[src/rtl/multicycle_ctrl.sv]
// rtl/multicycle_ctrl.sv - multicycle RV32 control FSM with memory wait timeout and error halt
// Optional BRANCH_EXT_EN enables bne/blt/bge/bltu/bgeu; default build supports beq only.
module multicycle_ctrl #(
    parameter int ALU_CTRL_W  = 4,
    parameter int MEM_TIMEOUT = 16
) (
    input  logic                  clk,
    input  logic                  rst,
    input  logic [6:0]            op,
    input  logic [2:0]            funct3,
    input  logic                  funct7_5,
    input  logic                  zero,
    input  logic                  lt,
    input  logic                  ltu,
    input  logic                  mem_ready,
    output logic                  pc_write,
    output logic                  adr_src,
    output logic                  mem_write,
    output logic                  ir_write,
    output logic [1:0]            result_src,
    output logic [1:0]            alu_src_a,
    output logic [1:0]            alu_src_b,
    output logic [ALU_CTRL_W-1:0] alu_control,
    output logic [2:0]            imm_src,
    output logic                  reg_write,
    output logic                  halted,
    output logic [1:0]            err_code
);

    localparam int CNT_W = $clog2(MEM_TIMEOUT + 1);

    localparam logic [6:0] OP_LOAD  = 7'b0000011;
    localparam logic [6:0] OP_STORE = 7'b0100011;
    localparam logic [6:0] OP_R     = 7'b0110011;
    localparam logic [6:0] OP_I     = 7'b0010011;
    localparam logic [6:0] OP_LUI   = 7'b0110111;
    localparam logic [6:0] OP_BR    = 7'b1100011;
    localparam logic [6:0] OP_JAL   = 7'b1101111;
    localparam logic [6:0] OP_JALR  = 7'b1100111;

    localparam logic [ALU_CTRL_W-1:0] ALU_ADD  = ALU_CTRL_W'(0);
    localparam logic [ALU_CTRL_W-1:0] ALU_SUB  = ALU_CTRL_W'(1);
    localparam logic [ALU_CTRL_W-1:0] ALU_AND  = ALU_CTRL_W'(2);
    localparam logic [ALU_CTRL_W-1:0] ALU_OR   = ALU_CTRL_W'(3);
    localparam logic [ALU_CTRL_W-1:0] ALU_XOR  = ALU_CTRL_W'(4);
    localparam logic [ALU_CTRL_W-1:0] ALU_SLT  = ALU_CTRL_W'(5);
    localparam logic [ALU_CTRL_W-1:0] ALU_SLTU = ALU_CTRL_W'(6);
    localparam logic [ALU_CTRL_W-1:0] ALU_SLL  = ALU_CTRL_W'(7);
    localparam logic [ALU_CTRL_W-1:0] ALU_SRL  = ALU_CTRL_W'(8);
    localparam logic [ALU_CTRL_W-1:0] ALU_SRA  = ALU_CTRL_W'(9);

    typedef enum logic [3:0] {
        S_FETCH, S_DECODE, S_MEMADR, S_MEMREAD, S_MEMWB, S_MEMWRITE, S_EXECR,
        S_EXECI, S_EXECLUI, S_ALUWB, S_BRANCH, S_JALR_ADR, S_JAL, S_ERROR
    } state_t;

    state_t           state_q, state_d;
    logic [CNT_W-1:0] cnt_q, cnt_d;
    logic [1:0]       err_q, err_d;
    logic             br_legal;
    logic             br_taken;
    logic             in_wait;
    logic [ALU_CTRL_W-1:0] alu_op;

`ifdef BRANCH_EXT_EN
    always_comb begin
        br_legal = (funct3 != 3'b010) && (funct3 != 3'b011);
        br_taken = 1'b0;
        case (funct3)
            3'b000:  br_taken = zero;
            3'b001:  br_taken = !zero;
            3'b100:  br_taken = lt;
            3'b101:  br_taken = !lt;
            3'b110:  br_taken = ltu;
            3'b111:  br_taken = !ltu;
            default: br_taken = 1'b0;
        endcase
    end
`else
    logic unused_cmp;
    assign unused_cmp = lt ^ ltu;
    assign br_legal   = (funct3 == 3'b000);
    assign br_taken   = zero;
`endif

    // Subtract only for R-type (op[5]) with funct7[5]; addi never subtracts.
    always_comb begin
        alu_op = ALU_ADD;
        case (funct3)
            3'b000:  alu_op = (op[5] && funct7_5) ? ALU_SUB : ALU_ADD;
            3'b001:  alu_op = ALU_SLL;
            3'b010:  alu_op = ALU_SLT;
            3'b011:  alu_op = ALU_SLTU;
            3'b100:  alu_op = ALU_XOR;
            3'b101:  alu_op = funct7_5 ? ALU_SRA : ALU_SRL;
            3'b110:  alu_op = ALU_OR;
            default: alu_op = ALU_AND;
        endcase
    end

    always_comb begin
        imm_src = 3'b000;
        case (op)
            OP_STORE: imm_src = 3'b001;
            OP_BR:    imm_src = 3'b010;
            OP_JAL:   imm_src = 3'b011;
            OP_LUI:   imm_src = 3'b100;
            default:  imm_src = 3'b000;
        endcase
    end

    assign in_wait = (state_q == S_FETCH) || (state_q == S_MEMREAD) || (state_q == S_MEMWRITE);

    always_comb begin
        state_d     = state_q;
        err_d       = err_q;
        cnt_d       = '0;
        pc_write    = 1'b0;
        adr_src     = 1'b0;
        mem_write   = 1'b0;
        ir_write    = 1'b0;
        result_src  = 2'b00;
        alu_src_a   = 2'b00;
        alu_src_b   = 2'b00;
        alu_control = ALU_ADD;
        reg_write   = 1'b0;
        case (state_q)
            S_FETCH: begin
                alu_src_b  = 2'b10;
                result_src = 2'b10;
                ir_write   = mem_ready;
                pc_write   = mem_ready;
                if (mem_ready) state_d = S_DECODE;
            end
            S_DECODE: begin
                alu_src_a = 2'b01;
                alu_src_b = 2'b01;
                case (op)
                    OP_LOAD, OP_STORE: state_d = S_MEMADR;
                    OP_R:              state_d = S_EXECR;
                    OP_I:              state_d = S_EXECI;
                    OP_LUI:            state_d = S_EXECLUI;
                    OP_JAL:            state_d = S_JAL;
                    OP_JALR:           state_d = S_JALR_ADR;
                    OP_BR:             state_d = br_legal ? S_BRANCH : S_ERROR;
                    default:           state_d = S_ERROR;
                endcase
                if (state_d == S_ERROR) err_d = 2'b01;
            end
            S_MEMADR: begin
                alu_src_a = 2'b10;
                alu_src_b = 2'b01;
                state_d   = op[5] ? S_MEMWRITE : S_MEMREAD;
            end
            S_MEMREAD: begin
                adr_src = 1'b1;
                if (mem_ready) state_d = S_MEMWB;
            end
            S_MEMWB: begin
                result_src = 2'b01;
                reg_write  = 1'b1;
                state_d    = S_FETCH;
            end
            S_MEMWRITE: begin
                adr_src   = 1'b1;
                mem_write = 1'b1;
                if (mem_ready) state_d = S_FETCH;
            end
            S_EXECR: begin
                alu_src_a   = 2'b10;
                alu_control = alu_op;
                state_d     = S_ALUWB;
            end
            S_EXECI: begin
                alu_src_a   = 2'b10;
                alu_src_b   = 2'b01;
                alu_control = alu_op;
                state_d     = S_ALUWB;
            end
            S_EXECLUI: begin
                alu_src_a = 2'b11;
                alu_src_b = 2'b01;
                state_d   = S_ALUWB;
            end
            S_ALUWB: begin
                reg_write = 1'b1;
                state_d   = S_FETCH;
            end
            S_BRANCH: begin
                alu_src_a   = 2'b10;
                alu_control = ALU_SUB;
                pc_write    = br_taken;
                state_d     = S_FETCH;
            end
            S_JALR_ADR: begin
                alu_src_a = 2'b10;
                alu_src_b = 2'b01;
                state_d   = S_JAL;
            end
            S_JAL: begin
                alu_src_a = 2'b01;
                alu_src_b = 2'b10;
                pc_write  = 1'b1;
                state_d   = S_ALUWB;
            end
            S_ERROR: state_d = S_ERROR;
            default: state_d = S_ERROR;
        endcase

        // Counter only survives consecutive not-ready cycles in one access state.
        if (in_wait && !mem_ready) begin
            if (cnt_q == CNT_W'(MEM_TIMEOUT - 1)) begin
                state_d = S_ERROR;
                err_d   = 2'b10;
            end else begin
                cnt_d = cnt_q + CNT_W'(1);
            end
        end
    end

    always_ff @(posedge clk) begin
        if (rst) begin
            state_q <= S_FETCH;
            cnt_q   <= '0;
            err_q   <= 2'b00;
        end else begin
            state_q <= state_d;
            cnt_q   <= cnt_d;
            err_q   <= err_d;
        end
    end

    assign halted   = (state_q == S_ERROR);
    assign err_code = err_q;

endmodule
[config.mk]
export PLATFORM = sky130hd
export DESIGN_NAME = multicycle_ctrl
export DESIGN_NICKNAME = d
export VERILOG_FILES = /design/src/rtl/multicycle_ctrl.sv
export SDC_FILE = /design/constraint.sdc
export NUM_CORES = 1
export LEC_CHECK = 0
export ABC_CLOCK_PERIOD_IN_PS = 3000
export CAP_MARGIN = 5
export CORE_MARGIN = 10
export CORE_UTILIZATION = 48
export DETAILED_ROUTE_END_ITERATION = 8
export HOLD_SLACK_MARGIN = 0.03
export PLACE_DENSITY = 0.81
export SETUP_SLACK_MARGIN = 0.05
export SYNTH_ARGS = -nofsm -noshare
export SYNTH_HDL_FRONTEND = slang
export SYNTH_SLANG_ARGS = --single-unit
[constraint.sdc]
create_clock -name clk -period 3 [get_ports clk]
set_input_delay 0.6 -clock clk [delete_from_list [all_inputs] [get_ports clk]]
set_output_delay 0.6 -clock clk [all_outputs]
set_load 0.05 [all_outputs]
==> qor.json <==
{
  "grt": {
    "grt_pass1_vias": 1187,
    "grt_max_degree": 20,
    "grt_antenna_before_repair": 0,
    "grt_pass1_wl_mm": 5.37,
    "global_route.overflow_total": 0,
    "globalRouteTotalUtil_pct": 14.1
  },
  "setup_path": {
    "critPathLaunchType": "register",
    "critPathMaxFanout": 12,
    "worst-endpoint-required_ps": 2400,
    "critPathKind": "reg2out",
    "r2r_cells": 8,
    "cp_data_arrival_time_ps": 2200,
    "kind_of_capture_point_of_the_worst_setup_path": "output port",
    "timing.rr.start": "cnt_q[0]",
    "timing.critical_path.from": "state_q[0]"
  },
  "final_layout": {
    "insertedDiodeCount": 0,
    "final_cell_area_um2": 1560,
    "area_growth_syn_to_layout_pct": 42.4,
    "number_of_nets_at_the_end_of_the_flow": 213,
    "layout-drive-gt1-share_pct": 15.0
  },
  "timing": {
    "grt_setup_unrepaired": "false",
    "fin_tns_setup_ps": 0,
    "post-route-period-util_pct": 93.3,
    "max_clock_freq_mhz": 357,
    "drv_slew": 0,
    "max_slew_margin_pct": 65.9,
    "clock-skew-final_ps": 1.25,
    "setup_slack_ps": 202,
    "hold_viol": 0,
    "layout_min_cycle_time_ps": 2800,
    "transition_at_the_pin_with_the_smallest_max_transition_slack_ps": 510,
    "setup_viol": 0
  },
  "synthesis": {
    "syn_inst": 161,
    "synthesis.yosys.warnings": 0,
    "synth_flop_cell": "dfxtp_1",
    "yosys_register_bits": 11,
    "netlist_top_cells_area": "dfxtp_1, nor2_1, nor3_1",
    "synth.distinct_cells": 45,
    "post_synth_instance_area_um2": 1090,
    "ys_seq_area_share_pct": 20.1,
    "synth_largest_area_cell": "dfxtp_1",
    "yosys-top-cells-count": "nor2_1, nand2_1, nor3_1, dfxtp_1, a21oi_1",
    "synth.net_count": 180,
    "most_frequently_used_cell_type_in_the_post_synthesis_netlist": "nor2_1",
    "netlist.area_leader.share_pct": 20.1,
    "synth-async-reset-ratio_pct": 0,
    "syn_avg_cell_area_um2": 6.80,
    "synth_edf_count": 0
  },
  "routing": {
    "pre_antenna_drt_iters": 4,
    "drt_iter0_markers": 95,
    "remaining_drc_errors": 0,
    "drtAntennaViolNets": 0,
    "drt-vias-per-instance": 5.76,
    "totalWireLength_mm": 3.16,
    "detailroute.via_count": 1273,
    "routed_wire_length_per_instance_um": 14.3
  },
  "clocking": {
    "insertion_delay_ps": 270,
    "cts.htree.levels": 1,
    "cts_inserted_buffers": 3,
    "clkSlewWorstSetupHoldPaths_ps": 70,
    "tritoncts": "yes",
    "cts.sinks": 11,
    "cts.root.buffer_cell": "clkbuf_4",
    "post_cts.repair.setup_buffers": 0,
    "cts_buffer_depth": 2
  },
  "pwr": {
    "netSwitchingPower_w": 0.000692,
    "highest_ir_drop_seen_on_vdd_v": 0.000584,
    "power_per_cell_area_nw_per_um2": 808,
    "power_frac_clock_pct": 8.3,
    "p_comb_share_pct": 72.2,
    "seq_power_share_pct": 19.5,
    "power_switching_share_pct": 55.0,
    "cell_internal_power_w": 0.000567,
    "leakage_nw": 0.588
  },
  "hold_path": {
    "timing.hold.worst.class": "reg2reg",
    "hp-start": "cnt_q[0]",
    "hold_depth": 1
  },
  "floorplan": {
    "design.die.area_um2": 4590,
    "fp.dieH_um": 67.8,
    "row_count": 17,
    "floorplan.io_pins": 38,
    "coreArea_um2": 2190,
    "die_width_um": 67.8,
    "effective_utilization_at_floorplan_pct": 50.0
  },
  "job": {
    "maxCapViolations": 0
  },
  "placed_design": {
    "gp_congestion": 0.879,
    "place_area_um2": 1530,
    "pre_cts_slack_ps": 208,
    "dp.final_hpwl_mm": 2.55,
    "place.port_buffers": 35
  },
  "status": {
    "outcome": "finished clean"
  }
}
-- cell usage in the layout, fill, tap and decap left out, types with 2 or more instances in the layout --
master / count
a21oi_1: 8
nand3b_1: 2
nand2_1: 16
nor2b_1: 5
ha_1: 2
a221oi_1: 2
mux2i_1: 2
nor3_1: 12
dfxtp_1: 10
a211oi_1: 3
inv_1: 6
nor4_1: 3
clkdlybuf4s50_1: 24
o21ai_0: 7
nand3_1: 6
xor2_1: 3
buf_12: 7
clkbuf_4: 3
nand2b_1: 5
nor2_1: 22
buf_4: 11
o22ai_1: 2
o21a_1: 2
o2bb2ai_1: 2
nor4_2: 2
and3_1: 2
xnor2_1: 3
-- layout make-up --
class / count / area, um^2
Multi-Input combinational cell: 130 / 791
Tap cell: 28 / 35.0
Inverter: 6 / 22.5
Timing Repair Buffer: 42 / 463
Fill cell: 184 / 632
Sequential cell: 11 / 221
Clock buffer: 4 / 26.3
-- power groups by stage --
stage / Combinational (W) / Clock, W / Sequential, W
4_1_cts: 0.000910 / 0.000105 / 0.000244
2_1_floorplan: 0.000652 / 0 / 0.000215
5_1_grt: 0.000973 / 0.000111 / 0.000255
3_3_place_gp: 0.000898 / 0 / 0.000244
3_5_place_dp: 0.000907 / 0 / 0.000246
6_report: 0.000909 / 0.000105 / 0.000246
-- per-layer routing --
layer / GRT usage [%] / vias to the layer above / routed length, um
met5: 0 / - / 0
li1: - / 638 / -
met3: 2.64 / 6 / 283
met2: 26.4 / 48 / 1550
met4: 3.59 / 0 / 44
met1: 15.7 / 581 / 1280
-- worst max-delay path, cell delays in order, from the launching register on --
cell and delay, ps:
dfxtp_1 600, nand2_1 160, mux2_2 290, nor2_1 80, clkdlybuf4s50_1 810
-- sequential cells by signal (all words and copies together), names as in the netlist --
register / flops
cnt_q: 5
err_code: 2
state_q: 4
-- metrics by stage --
stage                     cells  utilization (%)  power (W)  hold slack [ps]
final                       221             71.2    0.00126              505
after global routing        221             71.2    0.00134              526
after CTS                   221             71.0    0.00126              502
after detailed placement    217             69.8    0.00115              485
after global placement      217             69.8    0.00114              432
after floorplan             161                -   0.000867              418
-- cells by family after synthesis --
group           after synthesis  synth area share [%]
xor+xnor                      6                  4.80
simple gates                 83                  38.5
fa+ha+maj                     2                  2.29
flops                        11                  20.1
buf+inv                      20                  8.91
mux                           3                  2.86
compound gates               36                  22.5
-- worst paths after layout --
path,endpoint,slack (ps)
setup / recovery,reg_write,200
hold / removal,cnt_q[0],500
setup reg to reg,state_q[2],1120
hold reg to reg,cnt_q[0],500
-- timing repair --
item / 4_1_cts / 5_1_grt
endpoints found under the setup margin: 0 / 3
resized for setup: 0 / 2
hold buffers: 0 / 0
Power figures use the tool's default switching activity.
